**config.mk**
```make
export PLATFORM = sky130hd
export DESIGN_NAME = int_hazard_ctrl
export DESIGN_NICKNAME = d
export VERILOG_FILES = /design/src/rtl/int_hazard_ctrl.sv
export SDC_FILE = /design/constraint.sdc
export NUM_CORES = 1
export LEC_CHECK = 0
export BUFFER_PORTS_ARGS = -buffer_cell sky130_fd_sc_hd__buf_2
export CAP_MARGIN = 20
export CORE_ASPECT_RATIO = 2
export CORE_MARGIN = 1
export CORE_UTILIZATION = 52
export CTS_CLUSTER_SIZE = 24
export DETAILED_ROUTE_END_ITERATION = 8
export PLACE_DENSITY = 0.85
export SYNTH_ARGS = -nofsm -noshare
export SYNTH_HDL_FRONTEND = slang
export SYNTH_SLANG_ARGS = --single-unit
export TNS_END_PERCENT = 50
```
**constraint.sdc**
```tcl
create_clock -name clk -period 2.9 [get_ports clk]
set_input_delay 0.29 -clock clk [delete_from_list [all_inputs] [get_ports clk]]
set_output_delay 0.29 -clock clk [all_outputs]
set_load 0.01 [all_outputs]
```
**src/rtl/int_hazard_ctrl.sv**
```systemverilog
// int_hazard_ctrl: IF/ID + PC sequencer arbitrating load-use stalls, taken-branch flushes and a single-level interrupt save/drain/vector/restore sequence
module int_hazard_ctrl #(
    parameter logic [31:0] HANDLER_ADDR = 32'h0000_0100,
    parameter int          DRAIN_CYCLES = 3
) (
    input  logic        clk,
    input  logic        reset,
    input  logic        int_req,
    input  logic        int_en,
    input  logic        load_use,
    input  logic        branch_taken,
    input  logic        id_is_branch,
    input  logic        id_is_eret,
    input  logic [31:0] pc_cur,
    output logic        PCWrite,
    output logic [1:0]  pc_sel,
    output logic [31:0] epc,
    output logic        IF_IDWrite,
    output logic        IF_Flush,
    output logic        ID_EX_Flush,
    output logic        INT_detected,
    output logic        INT_restore,
    output logic        int_ack,
    output logic        int_active
);
    typedef enum logic [2:0] {
        S_RUN,
        S_SAVE,
        S_DRAIN,
        S_VECTOR,
        S_HANDLER,
        S_RESTORE
    } state_t;

    localparam logic [3:0] CNT_INIT = 4'(DRAIN_CYCLES - 1);

    // The handler vector is PC-aligned and the drain count must fit the 4-bit counter.
    if (DRAIN_CYCLES < 1 || DRAIN_CYCLES > 15 || HANDLER_ADDR[1:0] != 2'b00) begin : g_param_check
        $error("int_hazard_ctrl: DRAIN_CYCLES must be 1..15 and HANDLER_ADDR word aligned");
    end

    state_t      r_state;
    logic [3:0]  r_cnt;
    logic [31:0] r_epc;
    logic        w_accept;
    logic        w_eret;

    // An interrupt is only taken on a clean RUN cycle; an eret leaves the handler only when it is not stalled or overridden by a branch.
    assign w_accept = (r_state == S_RUN) & int_req & int_en & ~branch_taken & ~load_use & ~id_is_branch;
    assign w_eret   = (r_state == S_HANDLER) & id_is_eret & ~load_use & ~branch_taken;
    assign epc      = r_epc;

    // Sequence state, drain counter and the resume PC captured at accept.
    always_ff @(posedge clk) begin
        if (!reset) begin
            r_state <= S_RUN;
            r_cnt   <= 4'd0;
            r_epc   <= 32'd0;
        end else begin
            case (r_state)
                S_RUN: begin
                    if (w_accept) begin
                        r_epc   <= pc_cur + 32'd4;
                        r_state <= S_SAVE;
                    end
                end
                S_SAVE: begin
                    r_cnt   <= CNT_INIT;
                    r_state <= S_DRAIN;
                end
                S_DRAIN: begin
                    if (r_cnt == 4'd0)
                        r_state <= S_VECTOR;
                    else
                        r_cnt <= r_cnt - 4'd1;
                end
                S_VECTOR:  r_state <= S_HANDLER;
                S_HANDLER: r_state <= w_eret ? S_RESTORE : S_HANDLER;
                S_RESTORE: r_state <= S_RUN;
                default:   r_state <= S_RUN;
            endcase
        end
    end

    // Pipeline controls decoded from the current state and this cycle's hazards.
    always_comb begin
        PCWrite      = 1'b0;
        pc_sel       = 2'd0;
        IF_IDWrite   = 1'b0;
        IF_Flush     = 1'b0;
        ID_EX_Flush  = 1'b0;
        INT_detected = 1'b0;
        INT_restore  = 1'b0;
        int_ack      = 1'b0;
        int_active   = (r_state != S_RUN);
        case (r_state)
            S_RUN, S_HANDLER: begin
                if (branch_taken) begin
                    IF_Flush    = 1'b1;
                    ID_EX_Flush = 1'b1;
                    PCWrite     = 1'b1;
                    IF_IDWrite  = 1'b1;
                end else if (load_use) begin
                    ID_EX_Flush = 1'b1;
                end else begin
                    PCWrite    = 1'b1;
                    IF_IDWrite = 1'b1;
                end
            end
            S_SAVE: begin
                INT_detected = 1'b1;
                int_ack      = 1'b1;
                ID_EX_Flush  = 1'b1;
            end
            S_DRAIN: ID_EX_Flush = 1'b1;
            S_VECTOR: begin
                PCWrite     = 1'b1;
                pc_sel      = 2'd1;
                IF_IDWrite  = 1'b1;
                IF_Flush    = 1'b1;
                ID_EX_Flush = 1'b1;
            end
            S_RESTORE: begin
                INT_restore = 1'b1;
                PCWrite     = 1'b1;
                pc_sel      = 2'd2;
                ID_EX_Flush = 1'b1;
            end
            default: ;
        endcase
    end
endmodule

```
Yosys cells after proc, flatten, opt, wreduce, memory -nomap -nowiden
Index checks and enable logic that the tools add are counted.
- flip-flop bits (word level): 39
- latch bits: 0
- RAM bits: 0
- ROM bits: 0
- input port bits: 40
- output and inout port bits: 42
- logic and storage cells: 52
- memories kept: 0
- add/subtract/negate cells: 2
- $mul: 0
- div/mod/pow operators: 0
- $lt $le $gt $ge: 0
- eq/ne operators: 8
- shifts and indexed selects: 0
- muxes and demuxes: 18
- bitwise gates (word level): 11
- reduce and logical (&&, ||, !) cells: 10
- operators by type and width (cell ; count):
    $add A32 B3 Y32 const B ; 1
    $pmux W3 S5 ; 1
    $and A1 B1 Y1 ; 8
    $mux W1 ; 8
    $pmux W1 S2 ; 4
    $pmux W4 S2 ; 1
    $eq A3 B2 Y1 const B ; 2
    $eq A3 B3 Y1 const B ; 2
    $mux W3 ; 2
    $ne A2 B2 Y1 const B ; 3
    $reduce_and A2 Y1 ; 3
    $logic_not A4 Y1 ; 1
    $mux W4 ; 1
    $pmux W2 S2 ; 1
    $reduce_or A2 Y1 ; 2
    $reduce_or A4 Y1 ; 1
    $sub A4 B1 Y4 const B ; 1
    $eq A3 B1 Y1 const B ; 1
    $logic_not A3 Y1 ; 1
    $not A1 Y1 ; 3
    $reduce_bool A3 Y1 ; 1
    $reduce_bool A2 Y1 ; 1

Logic depth before layout (Yosys ltp)
Gate-level depths: netlist (run 1).
- depth after elaboration: 8
- gate-level depth with buffers: 7
- depth with buffers taken out: 7

Least setup slack after synthesis (run 1)
OpenSTA, ideal clock, no wires.
- kind: input to register
- start: input port pc_cur[2]
- end: register r_epc[28] (netlist: epc[28])
- setup time: 130 ps
- data arrival time: 1578 ps
- required time: 2770 ps
- slack: 1191 ps
- stages: 7
- path through: ha_1 -> nand3_1 -> or4_1 -> buf_6 -> nor3_2 -> xnor2_1 -> a21oi_2
- longest elaborated chain between the ends: 1
- RTL lines (element ; line ; source):
    start: declaration ; 14 ; input logic [31:0] pc_cur,
    $add A32 B3 Y32 ; 63 ; r_epc <= pc_cur + 32'd4;
    end signal: assignment ; 63 ;
    end: declaration ; 44 ; logic [31:0] r_epc;
No other way between the ends.
A chain may end at the register's enable or synchronous reset.

Worst setup path after layout (run 1)
- start: register r_state[2]
- end: output port PCWrite
- longest elaborated chain between the ends: 3
- RTL lines (element ; line ; source):
    start: declaration ; 42 ; state_t r_state;
    start signal: assignment ; 78 ; S_HANDLER: r_state <= w_eret ? S_RESTORE : S_HANDLER;
    $eq A3 B3 Y1 (tied with other cells) ; 96 ; case (r_state)
    $reduce_or A2 Y1 (on tied branches) ; -- ;
    $pmux W1 S2 (*) ; 96 ;
    end: declaration ; 15 ; output logic PCWrite,
Every way passes the cells marked *; elsewhere a longest branch is shown, timed or not.

==> results by group, run 1 <==
Placed design
  • IO Port Bufs: 81
  • Final GP Congestion: around 0.82
  • Post-detail-place hpwl: between 3000 and 4000 um
  • Cell Area, Placed: 2490 um2
  • Placed Instances: 370
  • Pre-CTS setup slack: 0.707 ns

Synth
  • Leading area contributor after synthesis: dfxtp_1
  • FFs w/ async S/R, synth: 0
  • Yosys cell types: 40
  • Syn Nets: between 200 and 300
  • Syn_area_per_cell: roughly 8.3 um2
  • Area of the mapped netlist: slightly above 2000 um2
  • Post-synthesis sequential area ratio: 0.378
  • Dominant cells by area after synthesis: dfxtp_1, xnor2_1, o21ai_0
  • Synth Register Bits: 39
  • Share of the synthesized area in the top cell type: 0.378
  • Most used DFF post-synth: dfxtp_1
  • YS warnings: 0
  • Number of synthesized flops with an enable pin: 0
  • Post-Synthesis Cells: between 200 and 250

Timing
  • Fin. Hold Viols: 0
  • Slew @ Worst Pin: roughly 0.54 ns
  • Final worst slack: ~0.78 ns
  • # setup viols final: 0
  • Max Slew Vio Count: 0
  • Max-slew headroom: 0.636
  • Final worst-path cycle share: 0.732
  • Final min period: around 2.1 ns
  • RSZ-0062 raised after global routing: false
  • Fmax: 0.471 GHz
  • Skew final: roughly 0.0076 ns
  • Sum Neg Setup Slack: 0 ns

Hold path
  • HP Start: pc_cur[2]
  • Hold Crit Depth: 2
  • Hold Path End: epc[2]
  • Hold Path Class: input pin to flop

GRT
  • GRT Residual Overflow: 0
  • Global-route wire length before repair: 8270 um
  • Pin count of the biggest net entering global routing: 35
  • Initial antenna violation count: 0
  • Vias in the first global route: ~1900
  • Total GRT Usage: 0.262

Route
  • Post-DR vias/cell: approximately 5.5
  • DRC: 0
  • Final wirelength: around 5000 um
  • Initial DRC Count: 66
  • Total iterations of the first detailed-routing run: 5
  • Via count: approximately 2100
  • Post-route ant nets: 0
  • WL per Instance: between 10 and 15 um

Floorplanning
  • Initial Util: 0.537
  • IO Pins: 82
  • FP Rows: 32
  • Die Wd: 46.6 um
  • Core area: 3840 um2
  • Chip height: 91.1 um
  • Die area: 4240 um2

Worst setup path
  • Worst EP required: between 2 and 3 ns
  • Setup Crit Path Kind: flop to primary output
  • Maximum fanout along the worst path: 9
  • CP Launch Type: flop
  • RR Endpoint: epc[1]
  • Worst R2R Start: r_state[0]
  • Crit path DAT: ~1.8 ns
  • Worst reg2reg setup slack: 1.21 ns
  • Reg2reg path depth: 5
  • Worst Setup End Kind: primary output

Clocking
  • Clock Pin Slew Worst Setup and Hold Paths: 0.07 ns
  • Root Driver: clkbuf_8
  • CTS tree: yes
  • Post-CTS sizing: 0
  • Clock sink count: 39
  • Worst-Skew Late Latency: 0.29 ns
  • Clock Path Buffers: 2
  • Cts bufs inserted: 5
  • Setup bufs post-CTS: 0
  • Hold-fix buffers at CTS: 0
  • H-tree levels: 2

Final layout
  • Fill count: 362
  • Commonest non-fill, non-tap cells in the layout: buf_2, dfxtp_1, nor2_1, o21ai_0, a21oi_1
  • Nets: 369
  • Fin area: 2570 um2
  • Fin util: 0.669
  • Final cell count without fillers: between 300 and 400
  • Commonest non-fill, non-tap cell in the layout: buf_2
  • Layout cells sized above 1: 0.318
  • Diode count: 0
  • Synth-to-Final Area Change: 24.5%

Flow run
  • MaxCap Viol Count: 0

Pwr
  • Peak VDD IR: roughly 0.32 mV
  • Leak: approximately 1.1 nW
  • Pwr dens: 483 nW/um2

Outcome
  • Outcome: finished clean
==> layout make-up <==
type                    count  area, um2  share of cell area
flip-flops and latches     39        781               0.304
inverters                  10       37.5              0.0146
clock buffers               7       76.3              0.0297
well taps                  51       63.8              0.0248
clock inverters             1       5.00             0.00195
multi-input cells         186       1180               0.459
repair buffers             84        428               0.166
==> logic make-up after synthesis <==
kind of cell	synth area share
muxes	0.0145
and+or+nand+nor	0.243
AOI/OAI and AO/OA	0.179
buffers and inverters	0.0521
DFF	0.378
xor gates and xnor gates	0.114
adders and majority gates	0.0182
==> synthesized netlist by cell type (2+ instances only) <==
library cell	instances
or3_1	3
o31ai_1	2
nor3_2	4
ha_1	3
mux2i_1	3
nand2_1	12
a211oi_1	9
buf_2	2
xor2_1	11
and4_1	5
a21oi_1	19
clkbuf_1	9
inv_1	9
buf_4	2
nor2_1	27
or2_2	2
dfxtp_1	39
xnor2_1	16
a31oi_1	2
a311oi_1	3
nand2b_1	2
o21ai_0	23
nand4_1	7
and3_1	7
nor3_1	5
a21oi_2	2
nand3_1	8
==> stage by stage <==
stage | hold WS (ns) | total power [mW]
global route | 0.225 | 1.31
CTS | 0.221 | 1.25
global placement | 0.474 | 0.888
finish | 0.228 | 1.24
detailed placement | 0.490 | 0.896
floorplan | 0.386 | 0.787
==> critical path, stage by stage, from the launching register on <==
cell and delay [ns]:
dfxtp_1 0.43, inv_1 0.18, and3_1 0.25, a21oi_1 0.16, o31ai_1 0.11, or2_2 0.28, buf_2 0.14
==> worst max path at each step <==
stage / slack [ns] / endpoint / startpoint
6_report: 0.78 / PCWrite / r_state[2]
5_1_grt: 0.66 / PCWrite / r_state[2]
4_1_cts: 0.80 / PCWrite / r_state[2]
3_5_place_dp: 0.71 / epc[16] / pc_cur[2]
3_3_place_gp: 0.75 / epc[16] / pc_cur[2]
2_1_floorplan: 1.19 / epc[28] / pc_cur[2]
==> per-layer routing <==
metal / global-route usage / wire [um] / share of wire / vias up
li1: - / - / - / 1033
met1: 0.264 / 1980 / 0.38 / 955
met2: 0.468 / 2830 / 0.55 / 70
met3: 0.0477 / 170 / 0.033 / 16
met4: 0.125 / 169 / 0.033 / 0
met5: 0 / 0 / 0 / -
==> sequential cells by signal, indices dropped and copies added (netlist names) <==
| signal | count |
|---|---|
| epc | 32 |
| r_cnt | 4 |
| r_state | 3 |
==> power breakdown <==
| group | internal (mW) | total (mW) | switching [mW] |
|---|---|---|---|
| combinational | 0.125 | 0.287 | 0.162 |
| sequential | 0.568 | 0.600 | 0.0320 |
| clock | 0.169 | 0.355 | 0.186 |
| total | 0.862 | 1.24 | 0.380 |
No activity file was read; power rests on OpenSTA's default activity.
==> run 2, diff against run 1 <==
CORE_UTILIZATION = 48   (was 52)
PLACE_DENSITY = 0.79   (was 0.85)
clock period = 2.06 ns   (was 2.9 ns; I/O delays follow)
==> results by group, run 2 (synthesized netlist as in run 1, its figures left out) <==
GRT
  • Pin count of the biggest net entering global routing: 35
  • Total GRT Usage: 0.237
  • Vias in the first global route: 2013
  • GRT Residual Overflow: 0
  • Initial antenna violation count: 0
  • Global-route wire length before repair: 8570 um

Timing
  • # setup viols final: 0
  • Fin. Hold Viols: 0
  • Final min period: ~1.9 ns
  • Sum Neg Setup Slack: 0 ns
  • Max-slew headroom: 0.730
  • RSZ-0062 raised after global routing: false
  • Slew @ Worst Pin: ~0.40 ns
  • Max Slew Vio Count: 0
  • Fmax: between 0.5 and 0.6 GHz
  • Final worst-path cycle share: 0.922
  • Skew final: 0.00716 ns

Floorplanning
  • Chip height: ~95 um
  • Initial Util: 0.500
  • Die area: 4590 um2
  • FP Rows: 33
  • Core area: 4130 um2
  • IO Pins: 82
  • Die Wd: roughly 48 um

Route
  • Post-DR vias/cell: 5.48
  • DRC: 0
  • Total iterations of the first detailed-routing run: 4
  • Initial DRC Count: 26
  • WL per Instance: ~14 um
  • Post-route ant nets: 0
  • Final wirelength: approximately 5200 um
  • Via count: 2095

Pwr
  • Clock power frac: 0.373
  • Peak VDD IR: 0.509 mV
  • Pwr dens: 750 nW/um2
  • Comb pwr share: 0.204
  • Share of power burned in registers: 0.423
  • Leak: 1.13 nW
  • Cell internal pwr: approximately 1.5 mW
  • Pwr Total: 2.00 mW
  • Psw: 533 uW
  • Switch share: 0.267

Worst setup path
  • CP Launch Type: flop
  • Worst Setup End Kind: primary output
  • Setup Crit Path Kind: flop to primary output
  • Worst EP required: 1.85 ns
  • Crit path DAT: 1.69 ns
  • Worst reg2reg setup slack: ~0.36 ns
  • Maximum fanout along the worst path: 9
  • Crit-path cells: inv_2, and3_1, a21oi_1, o31ai_1, or2_2, buf_2
  • Crit-path slowest cell: dfxtp_2
  • Crit-path max cell delay: 0.39 ns

Final layout
  • Max reg flops: 32
  • Fin util: 0.644
  • Layout cells sized above 1: 0.333
  • Nets: ~370
  • Commonest non-fill, non-tap cell in the layout: buf_2
  • Synth-to-Final Area Change: 28.8%
  • Diode count: 0
  • Commonest non-fill, non-tap cells in the layout: buf_2, dfxtp_1, nor2_1, o21ai_0, a21oi_1

Clocking
  • Cts bufs inserted: 5
  • Clock Path Buffers: 2
  • CTS tree: yes
  • Clock sink count: 39
  • H-tree levels: 2
  • Clock Pin Slew Worst Setup and Hold Paths: 0.08 ns
  • Root Driver: clkbuf_8
  • Setup bufs post-CTS: 0
  • Worst-Skew Late Latency: just under 0.3 ns

Flow run
  • MaxCap Viol Count: 0

Placed design
  • IO Port Bufs: 81
  • Post-detail-place hpwl: 4000 um
  • Final GP Congestion: 0.788

Outcome
  • Outcome: finished clean

Hold path
  • Hold Path Class: input pin to flop
-- run 2: routing by layer --
layer | vias up | global-route usage | part of all wire
li1 | 1042 | - | -
met3 | 13 | 0.0386 | 0.026
met4 | 0 | 0.142 | 0.030
met5 | - | 0 | 0
met1 | 982 | 0.239 | 0.38
met2 | 58 | 0.448 | 0.56
-- run 2: worst paths after layout --
check,start,to,depth (start not counted)
min reg2reg,r_state[2],r_state[1],1
min,pc_cur[2],epc[2],2
max reg2reg,r_state[0],epc[25],5
max,r_state[2],PCWrite,6
-- run 2: area by class of cell --
class,count,area [um2]
fill,411,1470
multi-input combinational,186,1180
sequential,39,782
timing repair buffer,87,463
clock buffer,6,72.6
tap,52,65.1
clock inverter,2,60.1
inverter,10,37.5
-- run 2: worst max-delay path: cells and delay by family, from the launching register on --
kind                   cells  cell delay, ns
buffers and inverters      2            0.23
and+or+nand+nor            2            0.50
DFF                        1            0.39
AOI/OAI and AO/OA          2            0.30
-- run 2: power groups by stage --
stage / logic [mW] / registers [mW] / clock network, mW
2_1_floorplan: 0.261 / 0.847 / 0
4_1_cts: 0.407 / 0.844 / 0.760
5_1_grt: 0.456 / 0.851 / 0.794
6_report: 0.406 / 0.845 / 0.744
3_5_place_dp: 0.403 / 0.861 / 0
3_3_place_gp: 0.395 / 0.860 / 0
-- run 2: timing repair --
item / CTS / global route
gates resized for setup: 0 / 2
hold buffers: 0 / 0
setup endpoints to repair: 0 / 1
-- run 2: metrics by stage --
stage	worst slack (ns)	instance area (um2)	cells	hold WS (ns)
after floorplan	0.412	2070	249	0.302
after global placement	0.260	2530	374	0.444
after detailed placement	0.200	2530	374	0.452
after CTS	0.0195	2660	382	0.147
after global routing	0.0397	2660	382	0.143
final	0.162	2660	382	0.155
